===== src/rtl/fpa_pkg.sv =====
// Shared widths, stage payload and special-value builder for the pipelined FP adder.
package fpa_pkg;

    localparam int EXP_MAX = 15;                    // widest exponent field supported
    localparam int MAG_MAX = 64;                    // magnitude field, working value left-aligned in it
    localparam int XW      = EXP_MAX + 2;           // signed stage exponent (room for borrow/carry)
    localparam int W_MAX   = 1 + EXP_MAX + MAG_MAX; // upper bound on the word width

    typedef enum logic [1:0] {
        SP_ZERO = 2'd0,
        SP_INF  = 2'd1,
        SP_NAN  = 2'd2
    } spec_kind_t;

    // Payload carried between stages. mag holds {headroom, hidden, frac, G, R, S}
    // at the top of the field so S3 can normalise without knowing MAN_W offsets.
    typedef struct packed {
        logic                 sign;
        logic signed [XW-1:0] exp;
        logic [MAG_MAX-1:0]   mag;
        logic                 spec;
        spec_kind_t           kind;
    } stage_t;

    function automatic int fpa_w(input int exp_w, input int man_w);
        return 1 + exp_w + man_w;
    endfunction

    function automatic int fpa_ww(input int man_w);
        return man_w + 4;
    endfunction

    // Canonical qNaN (sign 0), signed inf or signed zero, right-aligned.
    function automatic logic [W_MAX-1:0] fpa_special(input spec_kind_t kind, input logic sign,
                                                     input int exp_w, input int man_w);
        logic [W_MAX-1:0] v;
        v = '0;
        for (int i = 0; i < W_MAX; i++) begin
            if (kind != SP_ZERO && i >= man_w && i < man_w + exp_w) v[i] = 1'b1;
        end
        if (kind == SP_NAN) v[man_w-1] = 1'b1;
        else                v[exp_w+man_w] = sign;
        return v;
    endfunction

endpackage


===== src/rtl/lzc.sv =====
// Leading-zero counter; an all-zero input returns N.
module lzc #(
    parameter int N  = 8,
    parameter int CW = $clog2(N + 1)
) (
    input  logic [N-1:0]  d,
    output logic [CW-1:0] cnt
);

    // Scan upward so the most significant set bit wins.
    always_comb begin
        cnt = CW'(N);
        for (int i = 0; i < N; i++) begin
            if (d[i]) cnt = CW'(N - 1 - i);
        end
    end

endmodule


===== src/rtl/fpa_pipe.sv =====
// Three-stage FP add/sub: S1 classify/align, S2 add, S3 normalise/round/pack.
module fpa_pipe import fpa_pkg::*; #(
    parameter int   EXP_W = 8,
    parameter int   MAN_W = 23,
    localparam int  W     = fpa_w(EXP_W, MAN_W)
) (
    input  logic         clk,
    input  logic         rst,
    input  logic         in_valid,
    output logic         in_ready,
    input  logic [W-1:0] a,
    input  logic [W-1:0] b,
    input  logic         sub,
    output logic         out_valid,
    input  logic         out_ready,
    output logic [W-1:0] sum,
    output logic         of,
    output logic         uf
);

    localparam int WW   = fpa_ww(MAN_W);
    localparam int PADW = MAG_MAX - WW - 1;
    localparam int CW   = $clog2(MAG_MAX + 1);
    localparam logic [EXP_W-1:0]  EXP_ONES = '1;
    localparam logic signed [XW-1:0] EMAX = XW'((1 << EXP_W) - 1);
    localparam logic signed [XW-1:0] EONE = XW'(1);

    logic [3:1]         vld_pipe;
    logic               adv;
    stage_t             s1_d, s1_q, s2_d, s2_q;
    logic [MAG_MAX-1:0] y_d, s1_y;
    logic               sub_d, s1_sub;

    // S1 signals
    logic               sa, sb, a_zero, b_zero, a_nan, b_nan, a_inf, b_inf, swap, y_zero;
    logic [EXP_W-1:0]   ea, eb, ex, ey, diff;
    logic [MAN_W-1:0]   fa, fb, fx, fy;
    logic [WW-1:0]      mx, my, y_sh, lost_mask;

    // S3 signals
    logic [CW-1:0]        lz;
    logic [MAG_MAX-1:0]   norm;
    logic [MAN_W:0]       mant;
    logic                 g, r, st, inc;
    logic [MAN_W+1:0]     mr;
    logic [MAN_W-1:0]     frac;
    logic signed [XW-1:0] e1, e2;
    logic [W-1:0]         sum_d;
    logic                 of_d, uf_d;

    assign adv       = !vld_pipe[3] | out_ready;
    assign in_ready  = adv;
    assign out_valid = vld_pipe[3];

    // S1: flush subnormals, resolve specials, order by magnitude, align Y with sticky.
    always_comb begin
        sa     = a[W-1];
        sb     = b[W-1] ^ sub;
        ea     = a[W-2:MAN_W];
        eb     = b[W-2:MAN_W];
        a_zero = (ea == '0);
        b_zero = (eb == '0);
        fa     = a_zero ? '0 : a[MAN_W-1:0];
        fb     = b_zero ? '0 : b[MAN_W-1:0];
        a_nan  = (ea == EXP_ONES) && (fa != '0);
        b_nan  = (eb == EXP_ONES) && (fb != '0);
        a_inf  = (ea == EXP_ONES) && (fa == '0);
        b_inf  = (eb == EXP_ONES) && (fb == '0);
        swap   = {eb, fb} > {ea, fa};
        ex     = swap ? eb : ea;
        ey     = swap ? ea : eb;
        fx     = swap ? fb : fa;
        fy     = swap ? fa : fb;
        y_zero = swap ? a_zero : b_zero;
        diff   = ex - ey;
        mx     = {1'b1, fx, 3'b000};
        my     = {!y_zero, fy, 3'b000};
        lost_mask = ~({WW{1'b1}} << diff);
        if (int'(diff) >= WW - 1) begin
            y_sh = {{(WW-1){1'b0}}, |my};
        end else begin
            y_sh    = my >> diff;
            y_sh[0] = y_sh[0] | (|(my & lost_mask));
        end

        sub_d     = sa ^ sb;
        y_d       = {1'b0, y_sh, {PADW{1'b0}}};
        s1_d      = '0;
        s1_d.sign = swap ? sb : sa;
        s1_d.exp  = {{(XW-EXP_W){1'b0}}, ex};
        s1_d.mag  = {1'b0, mx, {PADW{1'b0}}};
        if (a_nan | b_nan | (a_inf & b_inf & (sa != sb))) begin
            s1_d.spec = 1'b1;
            s1_d.kind = SP_NAN;
            s1_d.sign = 1'b0;
        end else if (a_inf) begin
            s1_d.spec = 1'b1;
            s1_d.kind = SP_INF;
            s1_d.sign = sa;
        end else if (b_inf) begin
            s1_d.spec = 1'b1;
            s1_d.kind = SP_INF;
            s1_d.sign = sb;
        end else if (a_zero & b_zero) begin
            s1_d.spec = 1'b1;
            s1_d.kind = SP_ZERO;
            s1_d.sign = sa & sb;
        end
    end

    // S2: X >= Y, so the subtract never goes negative; headroom bit catches the carry.
    always_comb begin
        s2_d     = s1_q;
        s2_d.mag = s1_sub ? (s1_q.mag - s1_y) : (s1_q.mag + s1_y);
    end

    lzc #(.N(MAG_MAX), .CW(CW)) u_lzc (
        .d   (s2_q.mag),
        .cnt (lz)
    );

    // S3: normalise to the top bit (a carry simply means lz == 0), round RNE, pack.
    always_comb begin
        norm  = s2_q.mag << lz;
        mant  = norm[MAG_MAX-1 -: MAN_W+1];
        g     = norm[MAG_MAX-MAN_W-2];
        r     = norm[MAG_MAX-MAN_W-3];
        st    = |norm[MAG_MAX-MAN_W-4:0];
        inc   = g & (r | st | mant[0]);
        mr    = {1'b0, mant} + {{(MAN_W+1){1'b0}}, inc};
        e1    = s2_q.exp + XW'(1) - XW'(lz);
        e2    = mr[MAN_W+1] ? e1 + XW'(1) : e1;
        frac  = mr[MAN_W+1] ? mr[MAN_W:1] : mr[MAN_W-1:0];
        sum_d = {s2_q.sign, e2[EXP_W-1:0], frac};
        of_d  = 1'b0;
        uf_d  = 1'b0;
        if (s2_q.spec) begin
            sum_d = W'(fpa_special(s2_q.kind, s2_q.sign, EXP_W, MAN_W));
        end else if (s2_q.mag == '0) begin
            sum_d = '0;
        end else if (e2 >= EMAX) begin
            sum_d = W'(fpa_special(SP_INF, s2_q.sign, EXP_W, MAN_W));
            of_d  = 1'b1;
        end else if (e2 < EONE) begin
            sum_d = W'(fpa_special(SP_ZERO, s2_q.sign, EXP_W, MAN_W));
            uf_d  = 1'b1;
        end
    end

    // Valid shift register: bubbles move like data, everything freezes on stall.
    always_ff @(posedge clk or posedge rst) begin
        if (rst)      vld_pipe <= '0;
        else if (adv) vld_pipe <= {vld_pipe[2:1], in_valid};
    end

    // S1/S2 payload registers.
    always_ff @(posedge clk or posedge rst) begin
        if (rst) begin
            s1_q   <= '0;
            s1_y   <= '0;
            s1_sub <= 1'b0;
            s2_q   <= '0;
        end else if (adv) begin
            s1_q   <= s1_d;
            s1_y   <= y_d;
            s1_sub <= sub_d;
            s2_q   <= s2_d;
        end
    end

    // S3 output registers drive the ports directly.
    always_ff @(posedge clk or posedge rst) begin
        if (rst) begin
            sum <= '0;
            of  <= 1'b0;
            uf  <= 1'b0;
        end else if (adv) begin
            sum <= sum_d;
            of  <= of_d;
            uf  <= uf_d;
        end
    end

endmodule


===== config.mk =====
export PLATFORM = sky130hd
export DESIGN_NAME = fpa_pipe
export DESIGN_NICKNAME = d
export VERILOG_FILES = /design/src/rtl/fpa_pkg.sv /design/src/rtl/lzc.sv /design/src/rtl/fpa_pipe.sv
export SDC_FILE = /design/constraint.sdc
export NUM_CORES = 1
export LEC_CHECK = 0
export CAP_MARGIN = 20
export CORE_UTILIZATION = 61
export CTS_BUF_LIST = sky130_fd_sc_hd__clkbuf_4 sky130_fd_sc_hd__clkbuf_8 sky130_fd_sc_hd__clkbuf_16
export CTS_CLUSTER_SIZE = 20
export DETAILED_ROUTE_END_ITERATION = 7
export GPL_ROUTABILITY_DRIVEN = 0
export PLACE_DENSITY = 0.91
export SETUP_SLACK_MARGIN = 0.15
export SLEW_MARGIN = 15
export SYNTH_ARGS = -nofsm -noshare
export SYNTH_HDL_FRONTEND = slang
export SYNTH_SLANG_ARGS = --single-unit

===== constraint.sdc =====
create_clock -name clk -period 8.2 [get_ports clk]
set_clock_uncertainty 0.2 [all_clocks]
set_input_delay 1.64 -clock clk [delete_from_list [all_inputs] [get_ports clk]]
set_output_delay 1.64 -clock clk [all_outputs]
set_load 0.02 [all_outputs]

==> results_dict.tcl <==
set metrics [dict create \
    clock-sinks 141 \
    crit_required_ns 8.29 \
    num_antenna_cells 0 \
    max_slew.worst_pin.slew_ns 0.965 \
    initial_core_util_pct 62.2 \
    power_mw 6.24 \
    rows 56 \
    yosys_warnings 0 \
    num_vias 16100 \
    syn2layout_area_growth_pct 12.4 \
    setup_viol 0 \
    r2r_slack_ns 0.73 \
    ioPinCount 105 \
    wire_per_inst_um 19.5 \
    slew_violations 0 \
    ys_seq_area_share_pct 24.1 \
    coreArea_mm2 0.0235 \
    cts-root-buf "clkbuf_16" \
    finalHoldViolations 0 \
    outcome "completed" \
    drtIter0Drc 2460 \
    first_global_vias 14800 \
    layout_setup_ws_ns 0.398 \
    antenna_found_initial 1 \
    synth.distinct_cells 95 \
    synthCells 1975 \
    synth_edf_count 0 \
    holdCritStartpoint "vld_pipe[2]$_DFFE_PP0P_" \
    dp_slack_ns -0.0869 \
    numCtsBuffers 17 \
    hp-class "reg -> reg" \
    grt_first_pass_wirelength_um 73700 \
    drc 0 \
    clkTransAtPathRegs_ns 0.07 \
    cts_tree "done" \
    post_cts.repair.setup_buffers 0 \
    final_util_pct 70.0 \
    cap_violations 0 \
    overflow 0 \
    critPathKind "in -> reg" \
    irDropWorstVdd_v 0.000244 \
    timing.hold.worst_path_depth 2 \
    r2r_end "sum[15]$_DFFE_PP0P_" \
    async_reset_ff_share_pct 100 \
    netlist_area_mm2 0.0147 \
    worstSkewPairLatency_ns 0.45 \
    synth_nets 2145 \
    drt-total-wl_um 45700 \
    timing.rr.start "s2_q[39]$_DFFE_PP0P_" \
    power_density_mw_per_mm2 379 \
    p_leak_nw 6.92 \
    holdWs_ns 0.262 \
    fin_crit_ns 7.80 \
    port-buffer-count 104 \
    cp_data_arrival_time_ns 7.89 \
    endpoint_kind "register" \
    period_share_pct 95.1 \
    cp_max_fo 28 \
    vias_per_cell 6.84 \
    maxSlewHeadroom_pct 35.7 \
    final_layout_size_suffix_gt1_share_pct 7.45 \
    ys_dominant_reg_cell "dfrtp_1" \
    critPathLaunchType "input port" \
    nNetsFinal 2184 \
    setup_tns_ns 0 \
    holdPathEnd "vld_pipe[2]$_DFFE_PP0P_" \
    rr_worst_depth 21 \
    clk_path_buf_depth 2 \
    die_x_um 157 \
    grt.total_usage_pct 37.5 \
    die_area_mm2 0.0246 \
    die_y_um 157 \
    htree_levels 4 \
    grt_max_degree 99 \
    rsz0062_at_grt "false" \
    ys_ff_latch 141 \
    fmax_ghz 0.128 \
    syn_avg_cell_area_um2 7.42 \
    firstDrtPassIters 7 \
    detail-route-antenna-nets 0 \
    dp_hpwl_um 33600 \
]
## what timing repair did
item	in CTS	in global routing
endpoints found under the setup margin	0	8
hold buffers	0	0
gates resized for setup	0	8
## sequential cells by signal, summed over array words and instances, names as in the netlist
register,count
uf,1
s1_q,36
s2_q,40
s1_sub,1
s1_y,27
of,1
sum,32
vld_pipe,3
## stage by stage
step           std cells  cell area, um^2
2_1_floorplan       1975            14700
3_3_place_gp        2314            15900
3_5_place_dp        2314            15900
4_1_cts             2346            16400
5_1_grt             2346            16500
6_report            2346            16500
## logic make-up after synthesis
kind of cell / count (synthesis) / share of synthesized area, %
adders and majority gates: 101 / 8.73
buffers and inverters: 224 / 6.16
xor gates and xnor gates: 58 / 3.47
and+or+nand+nor: 761 / 24.4
DFF: 141 / 24.1
muxes: 90 / 6.62
AOI/OAI and AO/OA: 600 / 26.5
## per-layer routing
layer / share of wire (%) / track usage (%) / up-vias
li1: - / - / 7259
met1: 38 / 48.7 / 7360
met2: 45 / 58.3 / 1164
met3: 12 / 9.33 / 271
met4: 5.2 / 18.1 / 0
met5: 0 / 0 / -
## worst max path at each step
stage / startpoint / end / slack, ns / cells past startpoint
after floorplan: b[24] / s1_y[36]$_DFFE_PP0P_ / 0.16 / 29
after global placement: b[28] / s1_y[36]$_DFFE_PP0P_ / 0.14 / 26
after detailed placement: b[28] / s1_y[36]$_DFFE_PP0P_ / -0.09 / 25
after CTS: b[28] / s1_y[36]$_DFFE_PP0P_ / 0.32 / 25
after global routing: b[28] / s1_y[36]$_DFFE_PP0P_ / 0.14 / 25
final: b[28] / s1_y[36]$_DFFE_PP0P_ / 0.40 / 25
## cell usage after synthesis (all sizes together), types with 7 or more instances
master,number,area (um^2)
a211oi,13,97.6
a22o,20,175
buf,44,224
o2111ai,9,78.8
dfrtp,141,3530
o41ai,8,70.1
o32ai,7,76.3
a21oi,160,801
a21boi,7,56.3
or4,7,56.3
nor3,42,210
a221o,12,120
ha,99,1240
or3,15,93.8
o21bai,10,75.1
a31oi,23,150
or2,11,68.8
clkbuf,74,278
inv,105,397
mux2,29,334
o22ai,33,213
o211ai,26,195
a21o,12,90.1
nand3,65,338
nor2,203,762
o21a,11,82.6
o21ai,160,805
a211o,7,62.6
nand2,276,1040
o31ai,25,193
a2111oi,9,78.8
nand4,27,169
nor4,34,270
and2,30,188
mux2i,59,591
xor2,16,140
nand2b,19,119
xnor2,42,368
## placed cells by master, fill, tap and decap left out, drive strengths merged, types with 16 or more instances in the layout
cell type        n
dfrtp          141
and2            30
mux2            29
nand4           27
xnor2           42
a31oi           23
nor3            42
o31ai           25
a22o            20
a21oi          160
xor2            16
nand2          276
nor2           203
nand3           65
nor4            34
buf             34
o211ai          26
mux2i           59
o21ai          160
o22ai           33
clkbuf          17
clkdlybuf4s50  104
ha              99
nand2b          19
inv            112
## power by group
group,internal [mW],switching (mW)
combinational,1.64,2.66
clock,0.396,0.345
sequential,0.913,0.292
## final cells by class
cell class	instances	area, um^2
Timing Repair Buffer	138	1300
Sequential cell	141	3530
Multi-Input combinational cell	1610	10300
Clock inverter	15	131
Tap cell	319	399
Clock buffer	17	425
Fill cell	1781	7070
Inverter	106	405
## worst max-delay path: stages
cell,delay (ns)
clkdlybuf4s50_1,0.46
nor4_1,0.34
nand2_1,0.08
buf_4,0.22
and2_1,0.22
ha_1,0.34
nand4_1,0.16
nor4_2,0.34
nand3_1,0.22
a211oi_1,0.32
nor3_1,0.11
buf_4,0.18
nor2_4,0.08
a21boi_0,0.09
ha_1,0.26
o31ai_4,0.36
a21oi_1,0.17
or4_1,0.50
o41a_1,0.14
o22ai_2,0.19
nand2_1,0.11
or3_4,0.47
or4_1,0.44
nor4_1,0.31
a221oi_1,0.13
No activity file was read; power rests on OpenSTA's default activity.
